[src/rtl/hazard_ctrl.sv]
// Pipeline hazard controller: tracks in-flight destination registers, stalls on
// read-after-write hazards and sequences branch/jump redirects. State updates on the falling CLK edge.
//
// state      | meaning
// IDLE       | decode normally; evaluate jump, data hazard, branch
// STALL      | data-hazard bubbles remaining (cnt)
// BR_WAIT    | branch decoded, waiting for ALUZero4 (cnt)
// BR_RESOLVE | ALUZero4 valid; redirect if taken
// REDIRECT   | flush after a taken branch
// JUMP       | flush after a jump
module hazard_ctrl #(
  parameter int REG_AW     = 5,
  parameter int HIST_DEPTH = 3,
  parameter int BR_LAT     = 2,
  parameter bit FWD_EN     = 1'b0,
  parameter int CNT_W      = 16
) (
  input  logic              CLK,
  input  logic              Reset,
  input  logic              Branch,
  input  logic              ALUZero4,
  input  logic              Jump,
  input  logic [REG_AW-1:0] rw,
  input  logic              MemRead,
  input  logic [REG_AW-1:0] rs,
  input  logic [REG_AW-1:0] rt,
  input  logic              UseRs,
  input  logic              UseRt,
  output logic              PCWrite,
  output logic              IFWrite,
  output logic              Bubble,
  output logic [CNT_W-1:0]  StallCount
);

  localparam int CW = $clog2(8);

  typedef enum logic [2:0] {
    IDLE       = 3'd0,
    STALL      = 3'd1,
    BR_WAIT    = 3'd2,
    BR_RESOLVE = 3'd3,
    REDIRECT   = 3'd4,
    JUMP       = 3'd5
  } state_t;

  state_t                               state_q, state_d;
  logic [CW-1:0]                        cnt_q, cnt_d;
  logic [HIST_DEPTH:1][REG_AW-1:0]      rw_h_q, rw_h_d;
  logic [HIST_DEPTH:1]                  ld_h_q, ld_h_d;
  logic [CNT_W-1:0]                     stall_cnt_q, stall_cnt_d;

  logic [HIST_DEPTH:1]                  match;
  logic                                 hz;
  logic [CW-1:0]                        hz_n;

  always_comb begin
    for (int i = 1; i <= HIST_DEPTH; i++) begin
      match[i] = (rw_h_q[i] != '0) &&
                 ((UseRs && (rs == rw_h_q[i])) || (UseRt && (rt == rw_h_q[i])));
    end
  end

  // Without forwarding the nearest producer sets the stall length.
  always_comb begin
    hz   = 1'b0;
    hz_n = '0;
    if (FWD_EN) begin
      if (match[1] && ld_h_q[1]) begin
        hz   = 1'b1;
        hz_n = CW'(1);
      end
    end else begin
      for (int i = HIST_DEPTH; i >= 1; i--) begin
        if (match[i]) begin
          hz   = 1'b1;
          hz_n = CW'(HIST_DEPTH + 1 - i);
        end
      end
    end
  end

  always_comb begin
    state_d = state_q;
    cnt_d   = cnt_q;
    PCWrite = 1'b0;
    IFWrite = 1'b0;
    Bubble  = 1'b1;
    case (state_q)
      IDLE: begin
        if (Jump) begin
          PCWrite = 1'b1;
          Bubble  = 1'b0;
          state_d = JUMP;
        end else if (hz) begin
          if (hz_n != CW'(1)) begin
            state_d = STALL;
            cnt_d   = hz_n - CW'(1);
          end
        end else if (Branch) begin
          Bubble  = 1'b0;
          state_d = BR_WAIT;
          cnt_d   = CW'(BR_LAT - 1);
        end else begin
          PCWrite = 1'b1;
          IFWrite = 1'b1;
          Bubble  = 1'b0;
        end
      end
      STALL: begin
        cnt_d = cnt_q - CW'(1);
        if (cnt_q <= CW'(1)) state_d = IDLE;
      end
      BR_WAIT: begin
        cnt_d = cnt_q - CW'(1);
        if (cnt_q <= CW'(1)) state_d = BR_RESOLVE;
      end
      BR_RESOLVE: begin
        PCWrite = 1'b1;
        if (ALUZero4) begin
          state_d = REDIRECT;
        end else begin
          IFWrite = 1'b1;
          state_d = IDLE;
        end
      end
      REDIRECT, JUMP: begin
        PCWrite = 1'b1;
        IFWrite = 1'b1;
        state_d = IDLE;
      end
      default: state_d = IDLE;
    endcase
    if (Reset) begin
      PCWrite = 1'b0;
      IFWrite = 1'b0;
      Bubble  = 1'b1;
    end
  end

  // A squashed instruction never becomes a producer.
  always_comb begin
    rw_h_d    = rw_h_q;
    ld_h_d    = ld_h_q;
    rw_h_d[1] = Bubble ? '0 : rw;
    ld_h_d[1] = Bubble ? 1'b0 : MemRead;
    for (int i = 2; i <= HIST_DEPTH; i++) begin
      rw_h_d[i] = rw_h_q[i-1];
      ld_h_d[i] = ld_h_q[i-1];
    end
  end

  always_comb begin
    stall_cnt_d = stall_cnt_q;
    if ((!IFWrite || Bubble) && (stall_cnt_q != '1)) stall_cnt_d = stall_cnt_q + CNT_W'(1);
  end

  always_ff @(negedge CLK) begin
    if (Reset) begin
      state_q     <= IDLE;
      cnt_q       <= '0;
      rw_h_q      <= '0;
      ld_h_q      <= '0;
      stall_cnt_q <= '0;
    end else begin
      state_q     <= state_d;
      cnt_q       <= cnt_d;
      rw_h_q      <= rw_h_d;
      ld_h_q      <= ld_h_d;
      stall_cnt_q <= stall_cnt_d;
    end
  end

  assign StallCount = stall_cnt_q;

endmodule

[config.mk]
export PLATFORM = sky130hd
export DESIGN_NAME = hazard_ctrl
export DESIGN_NICKNAME = d
export VERILOG_FILES = /design/src/rtl/hazard_ctrl.sv
export SDC_FILE = /design/constraint.sdc
export NUM_CORES = 1
export LEC_CHECK = 0
export CORE_ASPECT_RATIO = 1.5
export CORE_MARGIN = 8
export CORE_UTILIZATION = 35
export DETAILED_ROUTE_END_ITERATION = 8
export GPL_TIMING_DRIVEN = 0
export PLACE_DENSITY = 0.65
export SLEW_MARGIN = 0
export SYNTH_ARGS = -nofsm -noshare
export SYNTH_HDL_FRONTEND = slang
export SYNTH_SLANG_ARGS = --single-unit
[constraint.sdc]
create_clock -name CLK -period 5 [get_ports CLK]
set_input_delay 0.5 -clock CLK [delete_from_list [all_inputs] [get_ports CLK]]
set_output_delay 0.5 -clock CLK [all_outputs]
set_load 0.005 [all_outputs]
==> results_dict.tcl, run 1 <==
set metrics [dict create \
    holdCritStartpoint "cnt_q[1]" \
    post_synth_most_frequent_cells "sky130_fd_sc_hd__dfxtp_1, sky130_fd_sc_hd__nor2_1, sky130_fd_sc_hd__xnor2_1, sky130_fd_sc_hd__nand2_1, sky130_fd_sc_hd__a21oi_1" \
    total_leakage_power_nw 1.33 \
    postSynth.topFlopCell "sky130_fd_sc_hd__dfxtp_1" \
    tritoncts_num_sinks 37 \
    multiInputGateArea_mm2 0.00149 \
    layout-area-overhead-vs-synth_pct 41.7 \
    setup_total_negative_slack_ns 0 \
    synth.area.top_cells "sky130_fd_sc_hd__dfxtp_1, sky130_fd_sc_hd__xnor2_1, sky130_fd_sc_hd__nor2_1, sky130_fd_sc_hd__nor2b_1, sky130_fd_sc_hd__a21oi_1" \
    number_of_drc_markers_after_the_initial_detailed_route_iteration 87 \
    nFillCells 620 \
    rows 35 \
    pre_cts_slack_ns -0.457 \
    via_count_of_the_first_global_routing_pass 2330 \
    tightest_slew_ns 0.576 \
    grt_max_degree 13 \
    drive_above_1_share 0.166 \
    yosys.area.top_type "sky130_fd_sc_hd__dfxtp_1" \
    run_status "finished clean" \
    globalRouteTotalUtil 0.141 \
    critical-path-top-delay-family "simple AND/OR/NAND/NOR gates" \
    clk_pin_slew_ns 0.04 \
    regToRegStartpoint "StallCount[3]" \
    rsz0062_at_grt "true" \
    core_mm2 0.00613 \
    max_cap_violations 0 \
    mappedNetlistArea_mm2 0.00220 \
    worstPathCellList "xor2_2, nor4_2, a32oi_2, or2_4, nand2_4, o22ai_1, buf_2" \
    route.final.wire_length_um 6340 \
    criticalPathCategory "reg -> out" \
    synth_enable_flop_cells 0 \
    synth-seq-area-share 0.337 \
    clk-insertion-delay-late_ns 0.37 \
    die_y_um 113 \
    antenna_found_initial 0 \
    peakVddDrop_v 0.000209 \
    timing.hold.worst_path_depth 2 \
    grt_first_pass_wirelength_um 10300 \
    grt.overflow.total 0 \
    layout.area.seq_um2 751 \
    die-area_mm2 0.00913 \
    vias_per_cell 5.20 \
    vias 2229 \
    cp_slowest_stage_delay_ns 0.35 \
    yosys_warnings 0 \
    postSynthRegisterBits 37 \
    synth_async_sr_flop_share 0 \
    rrSetupSlack_ns 2.73 \
    detail_route.first_pass.iterations 4 \
    synth_most_common_cell "sky130_fd_sc_hd__dfxtp_1" \
    synth_top_area_share 0.337 \
    critPathLaunchType "flip-flop" \
    number_of_standard_cells_after_synthesis 263 \
    crit_fanout 3 \
    final.setup_skew_ns 0.0199 \
    max-slew-margin-rel 0.616 \
    num-nets-final 380 \
    r2r.worst_path.cells 8 \
    fin_ws_ns 0.0712 \
    cts_inserted_buffers 5 \
    report.final.hold_viol_count 0 \
    io_pins 42 \
    drcViolationCount 0 \
    clock_tree.root_cell "sky130_fd_sc_hd__clkbuf_8" \
    place.port_buffers 39 \
    post_synth.cell_area_avg_um2 8.36 \
    highest_delay_cell_along_the_critical_path "sky130_fd_sc_hd__dfxtp_4" \
    place_hpwl_um 4560 \
    critical_path.n_buffers_inverters 1 \
    worst_path_arrival_ns 4.43 \
    setup-violations-final 0 \
    globalplace.congestion 0.883 \
    routedWlPerCell_um 14.8 \
    antennaDiodeCount 0 \
    floorplan.initialDensity 0.359 \
    r2r_end "StallCount[5]" \
    route.antenna.remaining_nets 0 \
    tritoncts_clock_tree "done" \
    hold_path.class "reg -> reg" \
    htree_levels 2 \
    total_power_density_per_cell_area_mw_per_mm2 404 \
    cp_data_required_time_ns 4.50 \
    max-clock-path-buffers 2 \
    timing.final.max_slew_violations 0 \
    worstHoldEndpoint "cnt_q[1]" \
    synth_cell_type_count 52 \
    die_width_um 80.7 \
    synth_fp_nets 289 \
    end_kind "primary output" \
]
-- flip-flops by register name (all words and copies together) (netlist names) --
signal / flops
StallCount: 16
cnt_q: 3
rw_h_q: 5
rw_h_d: 10
state_q: 3
-- worst reg2reg max path, delay by kind of cell, from the launching register on --
kind                   cells  cell delay [ns]
AOI/OAI and AO/OA          1             0.19
buffers and inverters      1             0.16
and+or+nand+nor            5             1.04
DFF                        1             0.41
muxes                      1             0.34
-- logic make-up (layout without fill, tap and decap cells) --
group / after synthesis / after routing / synth area share
buffers and inverters: 19 / 111 / 0.0359
adder cells (fa/ha/maj): 3 / 3 / 0.0171
AO/OA/AOI/OAI: 52 / 52 / 0.164
XOR/XNOR: 31 / 31 / 0.124
AND/OR/NAND/NOR: 113 / 113 / 0.280
multiplexers: 8 / 8 / 0.0421
flip-flops: 37 / 37 / 0.337
-- where the power goes --
group	switching, mW	internal (mW)
clock network	0.194	0.188
logic	0.249	0.221
registers	0.0583	0.346
total	0.502	0.755
-- final cells by class --
type	count	share of cell area
multi-input combinational	207	0.479
tap	74	0.0297
buffer	9	0.0133
clock buffer	5	0.0221
inverter	8	0.00964
sequential	37	0.241
clock inverter	40	0.0583
timing repair buffer	49	0.147
-- placed cells by master, fill, tap and decap left out, types with 7 or more instances in the layout --
master,instances
sky130_fd_sc_hd__nor3_1,7
sky130_fd_sc_hd__a21oi_1,15
sky130_fd_sc_hd__nor2b_1,15
sky130_fd_sc_hd__clkdlybuf4s50_1,26
sky130_fd_sc_hd__inv_1,45
sky130_fd_sc_hd__o21ai_0,10
sky130_fd_sc_hd__dfxtp_1,31
sky130_fd_sc_hd__nand4_1,8
sky130_fd_sc_hd__xor2_1,7
sky130_fd_sc_hd__nand2_1,19
sky130_fd_sc_hd__nor2_1,24
sky130_fd_sc_hd__and2_1,7
sky130_fd_sc_hd__xnor2_1,22
sky130_fd_sc_hd__buf_4,10
sky130_fd_sc_hd__clkbuf_1,8
-- stage by stage --
| stage | cell area [um2] | hold WS [ns] | cells | utilization | power [mW] |
|---|---|---|---|---|---|
| floorplan | 2200 | 0.464 | 263 | - | 0.729 |
| global placement | 2680 | 0.484 | 376 | 0.437 | 0.864 |
| detailed placement | 2680 | 0.492 | 376 | 0.437 | 0.870 |
| CTS | 3050 | 0.503 | 426 | 0.497 | 1.26 |
| global route | 3110 | 0.532 | 429 | 0.508 | 1.36 |
| finish | 3110 | 0.499 | 429 | 0.508 | 1.26 |
-- repair_timing --
action	4_1_cts	5_1_grt
setup endpoints to repair	7	13
pin swaps	11	9
buffers inserted	7	3
gates cloned	0	0
gates resized for setup	33	16
hold buffers	0	0
-- layer usage --
layer  track usage  part of all wire  up-vias  wire [um]
met2         0.251              0.52       65       3300
met1         0.133              0.40     1046       2520
met4        0.0910             0.030        0        189
li1              -                 -     1103          -
met3        0.0437             0.053       15        336
met5             0                 0        -          0
-- how the worst max path moves through the flow --
stage,startpoint,end,slack (ns),depth (start not counted)
2_1_floorplan,rs[0],StallCount[4],0.38,8
3_3_place_gp,rs[4],StallCount[6],-0.45,9
3_5_place_dp,rs[4],StallCount[6],-0.46,9
4_1_cts,rw_h_q[12],Bubble,-0.02,8
5_1_grt,rw_h_q[10],PCWrite,-0.007,7
6_report,rw_h_q[10],PCWrite,0.07,7
(Power assumes the default switching activity.)
==> run 2, diff against run 1 <==
--- a/config.mk
+++ b/config.mk
@@ -9,7 +9,9 @@
 export CORE_MARGIN = 8
 export CORE_UTILIZATION = 35
 export DETAILED_ROUTE_END_ITERATION = 8
+export GPL_ROUTABILITY_DRIVEN = 0
 export GPL_TIMING_DRIVEN = 0
+export MAX_ROUTING_LAYER = met4
 export PLACE_DENSITY = 0.65
 export SLEW_MARGIN = 0
 export SYNTH_ARGS = -nofsm -noshare
==> results_dict.tcl, run 2 (synthesized netlist as in run 1, its figures left out) <==
set metrics [dict create \
    worst_path_arrival_ns 4.43 \
    clk_pin_slew_ns 0.04 \
    route.final.wire_length_um 6430 \
    grt_first_pass_wirelength_um 10300 \
    via_count_of_the_first_global_routing_pass 2331 \
    largest_register_ffs 16 \
    place_hpwl_um 4560 \
    total_power_density_per_cell_area_mw_per_mm2 405 \
    total_power_mw 1.27 \
    power_frac_seq 0.319 \
    critPathLaunchType "flip-flop" \
    antenna_found_initial 0 \
    criticalPathCategory "reg -> out" \
    routedWlPerCell_um 14.9 \
    cellInternalPower_uw 760 \
    clock_tree.root_cell "sky130_fd_sc_hd__clkbuf_8" \
    die_width_um 80.7 \
    globalRouteTotalUtil 0.145 \
    report.final.hold_viol_count 0 \
    grt.overflow.total 0 \
    tritoncts_clock_tree "done" \
    max-slew-margin-rel 0.642 \
    route.antenna.remaining_nets 0 \
    peakVddDrop_v 0.000210 \
    nFillCells 622 \
    antennaDiodeCount 0 \
    htree_levels 2 \
    clk-insertion-delay-late_ns 0.37 \
    rrSetupSlack_ns 2.73 \
    tritoncts_num_sinks 37 \
    max-clock-path-buffers 2 \
    setup-violations-final 0 \
    place.port_buffers 39 \
    io_pins 42 \
    hold_path.class "reg -> reg" \
    drcViolationCount 1 \
    total_leakage_power_nw 1.33 \
    max_cap_violations 0 \
    grt_max_degree 13 \
    cts.hold.buffers_added 0 \
    switching_power_share_of_the_total 0.401 \
    final_cell_mix "sky130_fd_sc_hd__inv_1, sky130_fd_sc_hd__dfxtp_1, sky130_fd_sc_hd__clkdlybuf4s50_1" \
    die-area_mm2 0.00913 \
    final_common_cell "sky130_fd_sc_hd__inv_1" \
    hold_slack_ns 0.499 \
    final.setup_skew_ns 0.0252 \
    combPwrFrac 0.378 \
    vias_per_cell 5.14 \
    failed_checks "DRC" \
    layout-area-overhead-vs-synth_pct 42.5 \
    rsz0062_at_grt "true" \
    floorplan.initialDensity 0.359 \
    cp_data_required_time_ns 4.50 \
    number_of_drc_markers_after_the_initial_detailed_route_iteration 86 \
    fin_ws_ns 0.0739 \
    timing.final.max_slew_violations 0 \
    crit_fanout 5 \
    pre_cts_slack_ns -0.457 \
    core_mm2 0.00613 \
    p_clk_frac 0.304 \
    detail_route.first_pass.iterations 6 \
    num-nets-final 382 \
    vias 2216 \
    run_status "complete, but fails checks" \
    tightest_slew_ns 0.537 \
    drive_above_1_share 0.168 \
    end_kind "primary output" \
    die_y_um 113 \
    final_core_utilization 0.511 \
    switching_power_uw 508 \
    cts_inserted_buffers 5 \
    rows 35 \
]
==> run 2: per-layer routing <==
| layer | global-route usage | wire (um) | vias to the layer above |
|---|---|---|---|
| li1 | - | - | 1108 |
| met1 | 0.137 | 2610 | 1038 |
| met2 | 0.251 | 3370 | 57 |
| met3 | 0.0349 | 289 | 13 |
| met4 | 0.0934 | 159 | 0 |
| met5 | - | 0 | - |
==> run 2: final timing paths <==
check	startpoint	endpoint	cells past startpoint
max reg2reg	StallCount[3]	StallCount[5]	8
min reg2reg	cnt_q[1]	cnt_q[1]	2
max	rw_h_q[10]	Bubble	8
min	cnt_q[1]	cnt_q[1]	2
==> run 2: cell type report <==
| class | count | area (um2) | share of cell area |
|---|---|---|---|
| sequential | 37 | 751 | 0.240 |
| buffer | 9 | 41.3 | 0.0132 |
| inverter | 8 | 30.0 | 0.00959 |
| multi-input combinational | 207 | 1500 | 0.478 |
| clock buffer | 5 | 68.8 | 0.0220 |
| timing repair buffer | 51 | 469 | 0.150 |
| clock inverter | 40 | 181 | 0.0579 |
| tap | 74 | 92.6 | 0.0296 |
==> run 2: timing repair <==
action | 4_1_cts | 5_1_grt
gates resized for setup | 33 | 15
endpoints found under the setup margin | 7 | 13
pin swaps | 11 | 9
buffers inserted | 7 | 5
==> run 2: power by group through the flow <==
stage	Combinational, mW	Sequential, mW	Clock, mW
finish	0.478	0.404	0.385
detailed placement	0.427	0.397	0.0464
floorplan	0.298	0.384	0.0464
global route	0.525	0.412	0.435
global placement	0.422	0.395	0.0464
CTS	0.458	0.403	0.394
==> run 2: metrics by stage <==
step / instance area (um2) / instances / setup TNS [ns]
finish: 3130 / 431 / 0
global route: 3130 / 431 / -0.0318
CTS: 3050 / 426 / -0.0242
detailed placement: 2680 / 376 / -7.57
global placement: 2680 / 376 / -7.27
floorplan: 2200 / 263 / 0
==> run 2: worst max-delay path, stage by stage, from the launching register on <==
cell	delay (ns)
sky130_fd_sc_hd__dfxtp_4	0.35
sky130_fd_sc_hd__xor2_2	0.14
sky130_fd_sc_hd__nor4_2	0.31
sky130_fd_sc_hd__a32oi_2	0.18
sky130_fd_sc_hd__or2_4	0.27
sky130_fd_sc_hd__nand2_4	0.10
sky130_fd_sc_hd__a21oi_4	0.07
sky130_fd_sc_hd__inv_1	0.05
sky130_fd_sc_hd__buf_2	0.10
